[src/rtl/mul_pkg.sv]
// rtl/mul_pkg.sv - shared types and Booth recoder for the radix-4 multiplier
package mul_pkg;

  typedef enum logic [1:0] {IDLE, CALC, DONE} mul_state_t;

  typedef enum logic [2:0] {ZERO, P1, P2, M1, M2} booth_digit_t;

  // Bit triple is {a[2i+1], a[2i], a[2i-1]}.
  function automatic booth_digit_t booth_recode(input logic [2:0] bits);
    booth_digit_t d;
    case (bits)
      3'b001, 3'b010: d = P1;
      3'b011:         d = P2;
      3'b100:         d = M2;
      3'b101, 3'b110: d = M1;
      default:        d = ZERO;
    endcase
    return d;
  endfunction

endpackage

[src/rtl/booth_r4_pp.sv]
// rtl/booth_r4_pp.sv - radix-4 Booth partial product select (B/2B, invert +1)
module booth_r4_pp
  import mul_pkg::*;
#(
  parameter int W = 10
) (
  input  booth_digit_t   digit,
  input  logic [W-1:0]   b_ext,
  output logic [W-1:0]   pp
);

  logic [W-1:0] mag;
  logic         neg;

  always_comb begin
    mag = '0;
    neg = 1'b0;
    case (digit)
      P1: mag = b_ext;
      P2: mag = {b_ext[W-2:0], 1'b0};
      M1: begin
        mag = b_ext;
        neg = 1'b1;
      end
      M2: begin
        mag = {b_ext[W-2:0], 1'b0};
        neg = 1'b1;
      end
      default: mag = '0;
    endcase
    pp = neg ? (~mag + W'(1)) : mag;
  end

endmodule

[src/rtl/booth_r4_mul_seq.sv]
// rtl/booth_r4_mul_seq.sv - sequential radix-4 Booth multiplier, signed/unsigned per operation
module booth_r4_mul_seq
  import mul_pkg::*;
#(
  parameter int WIDTH = 8
) (
  input  logic               clk,
  input  logic               reset_n,
  input  logic               start,
  input  logic               is_signed,
  input  logic [WIDTH-1:0]   multiplier,
  input  logic [WIDTH-1:0]   multiplicand,
  output logic [2*WIDTH-1:0] product,
  output logic               busy,
  output logic               done
);

  localparam int N_ITER = WIDTH / 2 + 1;
  localparam int XW     = WIDTH + 2;
  localparam int CW     = $clog2(N_ITER);

  if (WIDTH < 4 || (WIDTH % 2) != 0) begin : g_width_check
    $error("booth_r4_mul_seq: WIDTH must be even and >= 4");
  end

  mul_state_t      state, state_next;
  logic [CW-1:0]   iter;
  logic [2*XW-1:0] acc, acc_next;
  logic            a_prev;
  logic [XW-1:0]   b_ext, pp, hi_sum;
  booth_digit_t    digit;
  logic            accept, last;

  assign accept = start && (state == IDLE || state == DONE);
  assign last   = (state == CALC) && (iter == CW'(N_ITER - 1));

  // acc = {upper partial sum, remaining multiplier bits}; two bits retire per shift.
  assign digit    = booth_recode({acc[1:0], a_prev});
  assign hi_sum   = acc[2*XW-1:XW] + pp;
  assign acc_next = $signed({hi_sum, acc[XW-1:0]}) >>> 2;

  booth_r4_pp #(.W(XW)) u_pp (
    .digit (digit),
    .b_ext (b_ext),
    .pp    (pp)
  );

  always_comb begin
    state_next = state;
    case (state)
      IDLE:    if (start) state_next = CALC;
      CALC:    if (last) state_next = DONE;
      DONE:    state_next = start ? CALC : IDLE;
      default: state_next = IDLE;
    endcase
  end

  always_ff @(posedge clk or negedge reset_n) begin
    if (!reset_n) begin
      state   <= IDLE;
      iter    <= '0;
      acc     <= '0;
      a_prev  <= 1'b0;
      b_ext   <= '0;
      product <= '0;
      busy    <= 1'b0;
      done    <= 1'b0;
    end else begin
      state <= state_next;
      busy  <= (state_next == CALC);
      done  <= (state_next == DONE);
      if (accept) begin
        // Two extra bits let unsigned operands ride through the signed datapath.
        acc    <= {{XW{1'b0}}, {2{is_signed & multiplier[WIDTH-1]}}, multiplier};
        b_ext  <= {{2{is_signed & multiplicand[WIDTH-1]}}, multiplicand};
        iter   <= '0;
        a_prev <= 1'b0;
      end else if (state == CALC) begin
        acc    <= acc_next;
        a_prev <= acc[1];
        iter   <= iter + CW'(1);
        if (last) product <= acc_next[2*WIDTH-1:0];
      end
    end
  end

endmodule

[config.mk]
export PLATFORM = sky130hd
export DESIGN_NAME = booth_r4_mul_seq
export DESIGN_NICKNAME = d
export VERILOG_FILES = /design/src/rtl/mul_pkg.sv /design/src/rtl/booth_r4_pp.sv /design/src/rtl/booth_r4_mul_seq.sv
export SDC_FILE = /design/constraint.sdc
export NUM_CORES = 1
export LEC_CHECK = 0
export ABC_AREA = 1
export CAP_MARGIN = 20
export CELL_PAD_IN_SITES_DETAIL_PLACEMENT = 0
export CELL_PAD_IN_SITES_GLOBAL_PLACEMENT = 1
export CORE_MARGIN = 2
export CORE_UTILIZATION = 44
export CTS_CLUSTER_SIZE = 28
export DETAILED_ROUTE_END_ITERATION = 8
export GPL_TIMING_DRIVEN = 0
export PLACE_DENSITY_LB_ADDON = 0.1
export REMOVE_ABC_BUFFERS = 1
export SETUP_SLACK_MARGIN = 0.05
export SLEW_MARGIN = 20
export SYNTH_ARGS = -nofsm -noshare
export SYNTH_HDL_FRONTEND = slang
export SYNTH_SLANG_ARGS = --single-unit
[constraint.sdc]
create_clock -name clk -period 4.3 [get_ports clk]
set_input_delay 0.86 -clock clk [delete_from_list [all_inputs] [get_ports clk]]
set_output_delay 0.86 -clock clk [all_outputs]
set_load 0.01 [all_outputs]
* Yosys cells after proc, flatten, opt, wreduce, memory -nomap -nowiden
Cells that the tools add are included.
Storage, ports and cells: register bits 53, latch bits 0, memory bits (writable) 0, memory bits (read-only) 0, memories kept 0
Operators by class: add/sub/neg operators 3, multipliers 0, div/mod/pow operators 0, magnitude comparators 0, equality and inequality tests 15, shifts and indexed selects 0, mux-type cells 14, bitwise gates (word level) 4, reductions and logical operators 11
Operators by type and width (count):
- $mux 20 | 2
- $pmux 10 s2 | 1
- $eq 3x3->1 const B | 5
- $eq 3x2->1 const B | 4
- $pmux 3 s4 | 1
- $add 10x1->10 const B | 1
- $add 10x10->10 | 1
- $mux 10 | 1
- $not 10->10 | 1
- $reduce_or 2->1 | 5
- $eq 3x1->1 const B | 2
- $mux 3 | 2
- $pmux 2 s3 | 1
- $eq 2x1->1 const B | 2
- $eq 2x2->1 const B | 2
- $mux 1 | 4
- $mux 2 | 2
- $add 3x1->3 const B | 1
- $reduce_and 3->1 | 1
- $and 1x1->1 | 2
- $logic_and 1x1->1 | 2
- $logic_not 2->1 | 1
- $reduce_bool 2->1 | 1
- $logic_or 1x1->1 | 1
- $not 1->1 | 1

* Logic depth before layout (Yosys ltp)
word-level depth 12, mapped depth 20

* Cells and area by module
A second synthesis with hierarchy kept.
Unflattened totals: cell total of the unflattened synthesis 366, area, all modules 2971.6 um^2
Modules (own cells, without submodules):
- booth_r4_mul_seq | times used 1, cells each 282, area an instance 2462.4 um^2, sequential area each 1276.2 um^2
- booth_r4_pp | times used 1, cells each 84, area an instance 509.2 um^2, sequential area each 0.0 um^2

* Worst setup path after synthesis
OpenSTA, ideal clock, no wires.
path type register -> register, from reg a_prev, to reg acc[15], library setup time 0.118 ns, arrival time 2.719 ns, setup slack 1.463 ns, cell stages (with the launch flop) 19, buffers on the path 0, period minus slack after synthesis 2.837 ns, cell sequence dfrtp_1 > o21ai_2 > nand3_1 > o21ai_2 > inv_1 > ha_1 > nor2_1 > xnor2_1 > inv_1 > ha_1 > a21oi_1 > nand2_1 > a21oi_1 > o21ai_0 > nand2_1 > nand2_1 > nor2_1 > nand3b_1 > nand2_1
Between the ends: word-level cells in the longest chain between the ends 12, elaborated cells between the ends (all ways) 24, classes of those cells 2 x add/sub; 10 x eq/ne; 6 x mux; 1 x bitwise; 5 x reduce/logical
Ends and longest elaborated chain:
- from (decl) | RTL line booth_r4_mul_seq.sv:29 | logic a_prev;
- from (signal assigned) | RTL line booth_r4_mul_seq.sv:80 | a_prev <= acc[1];
- $eq 3x3->1 (tied with other cells) | RTL line mul_pkg.sv:11 | case (bits)
- $reduce_or 2->1 | RTL line mul_pkg.sv:11
- $pmux 3 s4 * | RTL line mul_pkg.sv:11
- $eq 3x2->1 (tied with other cells) | RTL line booth_r4_pp.sv:18 | case (digit)
- $reduce_or 2->1 (no source line)
- $pmux 10 s2 | RTL line booth_r4_pp.sv:18
- $not 10->10 | RTL line booth_r4_pp.sv:31 | pp = neg ? (~mag + W'(1)) : mag;
- $add 10x1->10 | RTL line booth_r4_pp.sv:31
- $mux 10 * | RTL line booth_r4_pp.sv:31
- $add 10x10->10 * | RTL line booth_r4_mul_seq.sv:39 | assign hi_sum = acc[2*XW-1:XW] + pp;
- $mux 20 * | RTL line booth_r4_mul_seq.sv:78 | end else if (state == CALC) begin
- $mux 20 * | RTL line booth_r4_mul_seq.sv:72 | if (accept) begin
- to (signal assigned) | RTL line booth_r4_mul_seq.sv:74 | acc <= {{XW{1'b0}}, {2{is_signed & multiplier[WIDTH-1]}}, multiplier};
- to (signal assigned) | RTL line booth_r4_mul_seq.sv:79 | acc <= acc_next;
- to (decl) | RTL line booth_r4_mul_seq.sv:28 | logic [2*XW-1:0] acc, acc_next;
Mark *: on every way between the ends. The rest lies on a longest branch, timed or not. The select of a mux whose other input is x is not followed. A chain may end at the register's enable or synchronous reset.

* Worst setup path in the final report
Same ends and word-level chain as after synthesis.

==> reports/metrics.yaml <==
grt_first_pass_wirelength_um: 10400
ys_types: 31
cpMaxStageDelayCell: "dfrtp_1"
place_ws_ps: 1130
rr_worst_depth: 18
postSynthAreaPerCell_um2: 8.22
clk_pin_slew_worst_paths_ps: 100
cts_inserted_buffers: 5
hp-class: "register to register"
drv_slew: 0
grt_overflow: 0
finalSetupViolations: 0
grt_start_max_net_pins: 52
cts-resized-gates: 0
fmax_ghz: 0.316
synth_cells: 339
detail-route-antenna-nets: 0
cts_tree: "built"
cp.depth: 18
synth_mux_area_share_pct: 0
fp.dieH_um: 83.6
cp_top_family: "compound AO/OA/AOI/OAI gates"
yosys.area.top_type: "dfrtp_1"
drv_cap: 0
relSlewSlack_pct: 55.5
synth_most_common_cell: "nand2_1"
whs_ps: 486
n_antenna_cell: 0
synth_top_family_by_area: "simple AND/OR/NAND/NOR gates"
crit_path_max_fanout: 9
slowest_delay_ps: 440
worstReg2RegEnd: "acc[15]"
clk-insertion-delay-late_ps: 310
synth-xor-area-share_pct: 4.09
final-hold-violation-count: 0
wl_um: 5790
timing.final.crit_share_pct: 73.6
crit_buf_inv: 2
fin_ws_ps: 1140
synth_fa_ha_area_share_pct: 6.11
dp_hpwl_um: 4200
gr-usage-all-layers_pct: 18.0
synth-simple-area-share_pct: 24.3
cts.path.max_buffers: 2
first_pass_iters: 5
async_flop_share_pct: 100
synth_top_area_share_pct: 45.8
synth_compound_area_share_pct: 13.4
synthTopCellsByCount: "nand2_1 (103), dfrtp_1 (51), inv_1 (35), o21ai_0 (35), nand3_1 (15)"
cp.required_ps: 4500
via_per_inst: 5.03
path_class: "register to register"
tightestPinTransition_ps: 665
synth_edf_count: 0
r2r_start: "a_prev"
core_area_um2: 6030
vias: 2274
top_level_ports: 38
area_growth_pct: 18.7
rows: 28
cp_cell_sequence: "o21ai_2 > nand3_1 > o21ai_2 > inv_1 > ha_1 > nor2_1 > xnor2_1 > inv_1 > ha_1 > a21oi_1 > nand2_1 > a21oi_1 > o21ai_0 > nand2_1 > nand2_1 > nor2_1 > nand3b_1 > nand2_1"
yosysWarnings: 0
nets: 409
clock_skew_ps: 10.3
cts.sinks: 51
dieArea_um2: 6990
instances_no_fill: 452
path_common_cell: "nand2_1"
postCtsHoldBufs: 0
globalplace.congestion: 0.864
rsz0062_at_grt: "false"
cp-end-kind: "register"
worstPathArrival_ps: 3360
r2r_setup_slack_ps: 1140
ctsRootBufferMaster: "clkbuf_8"
drc_errors: 0
dominantRegCellSynth: "dfrtp_1"
ys_top_cells_by_area: "dfrtp_1 (46%), nand2_1 (14%), o21ai_0 (6.3%)"
mappedNetlistArea_um2: 2790
fin_tns_setup_ps: 0
synth_seq_cells: 51
min_period_ps: 3160
drive_above_1_share_pct: 7.69
port_buffers: 37
crit_path_start_kind: "register"
grt_pass1_vias: 2232
postCtsSetupRepairBufs: 0
post-place-cells: 444
outcome: "finished, final reports clean"
yosysSeqAreaShare_pct: 45.8
start_util_pct: 46.2
wire_per_inst_um: 12.8
cp-startpoint: "a_prev"
antenna_found_initial: 0
die_x_um: 83.6
endpoint: "acc[15]"
dr.first_iter.drc_count: 95
h-tree-depth: 2
## kinds of logic (layout without fill, tap and decap cells)
logic type | count (synthesis) | count (layout)
AND/OR/NAND/NOR | 151 | 151
XOR/XNOR | 13 | 13
buffers and inverters | 46 | 84
adder cells (fa/ha/maj) | 13 | 13
flip-flops | 51 | 51
AO/OA/AOI/OAI | 65 | 65
## registers in the layout, indices dropped and copies added, names as in the netlist
signal,count
busy,1
a_prev,1
iter,3
acc,18
b_ext,9
done,1
product,16
state,2
## area by class of cell
| type | count | area [um2] |
|---|---|---|
| multi-input cells | 242 | 1330 |
| clock inverters | 2 | 16.3 |
| repair buffers | 37 | 368 |
| well taps | 75 | 93.8 |
| fillers | 586 | 2720 |
| inverters | 39 | 148 |
| clock buffers | 6 | 72.6 |
| flip-flops and latches | 51 | 1280 |
## worst min-delay path by stage
| stage | cells after the start | endpoint | start | slack, ps |
|---|---|---|---|---|
| global route | 2 | product[15] | product[15] | 510 |
| detailed placement | 2 | product[8] | product[8] | 460 |
| floorplan | 2 | acc[15] | acc[15] | 460 |
| finish | 2 | product[14] | product[14] | 490 |
| global placement | 2 | product[8] | product[8] | 450 |
| CTS | 2 | product[8] | product[8] | 490 |
## worst reg2reg max path: cells and delay by family, from the launching register on
| family | cells | cell delay (ps) |
|---|---|---|
| DFF | 1 | 440 |
| xor gates and xnor gates | 1 | 140 |
| AOI/OAI and AO/OA | 5 | 1010 |
| adders and majority gates | 2 | 570 |
| and+or+nand+nor | 8 | 750 |
| buffers and inverters | 2 | 140 |
## placed cells by master, fill, tap and decap left out, types with 2 or more instances in the layout
| cell type | count |
|---|---|
| nand2_1 | 103 |
| dfrtp_1 | 51 |
| clkdlybuf4s50_1 | 36 |
| inv_1 | 35 |
| o21ai_0 | 35 |
| nand3_1 | 15 |
| ha_1 | 12 |
| nor2_1 | 11 |
| a21oi_1 | 11 |
| xor2_1 | 9 |
| nand2_2 | 5 |
| a22oi_1 | 5 |
| clkbuf_8 | 5 |
| nor2_4 | 4 |
| nand3_2 | 4 |
| xnor2_1 | 4 |
| o221ai_1 | 4 |
| nor2_2 | 3 |
| nand4_1 | 3 |
| a31oi_1 | 3 |
| o21ai_2 | 2 |
| o21ai_1 | 2 |
| inv_2 | 2 |
| nand3b_1 | 2 |
## per-stage QoR
stage / area (um2) / utilization, %
final: 3310 / 54.9
after global placement: 3220 / 53.5
after global routing: 3310 / 54.9
after floorplan: 2760 / -
after CTS: 3310 / 54.9
after detailed placement: 3220 / 53.4
## per-layer routing
metal | wire [um] | track usage, %
met1 | 2810 | 23.3
met2 | 2690 | 30.5
met3 | 223 | 3.86
met4 | 70 | 4.84
met5 | 0 | 0
Power is left out: the tool's default activity adds up to more than one toggle a clock period on the data nets, which glitch-free logic cannot reach.
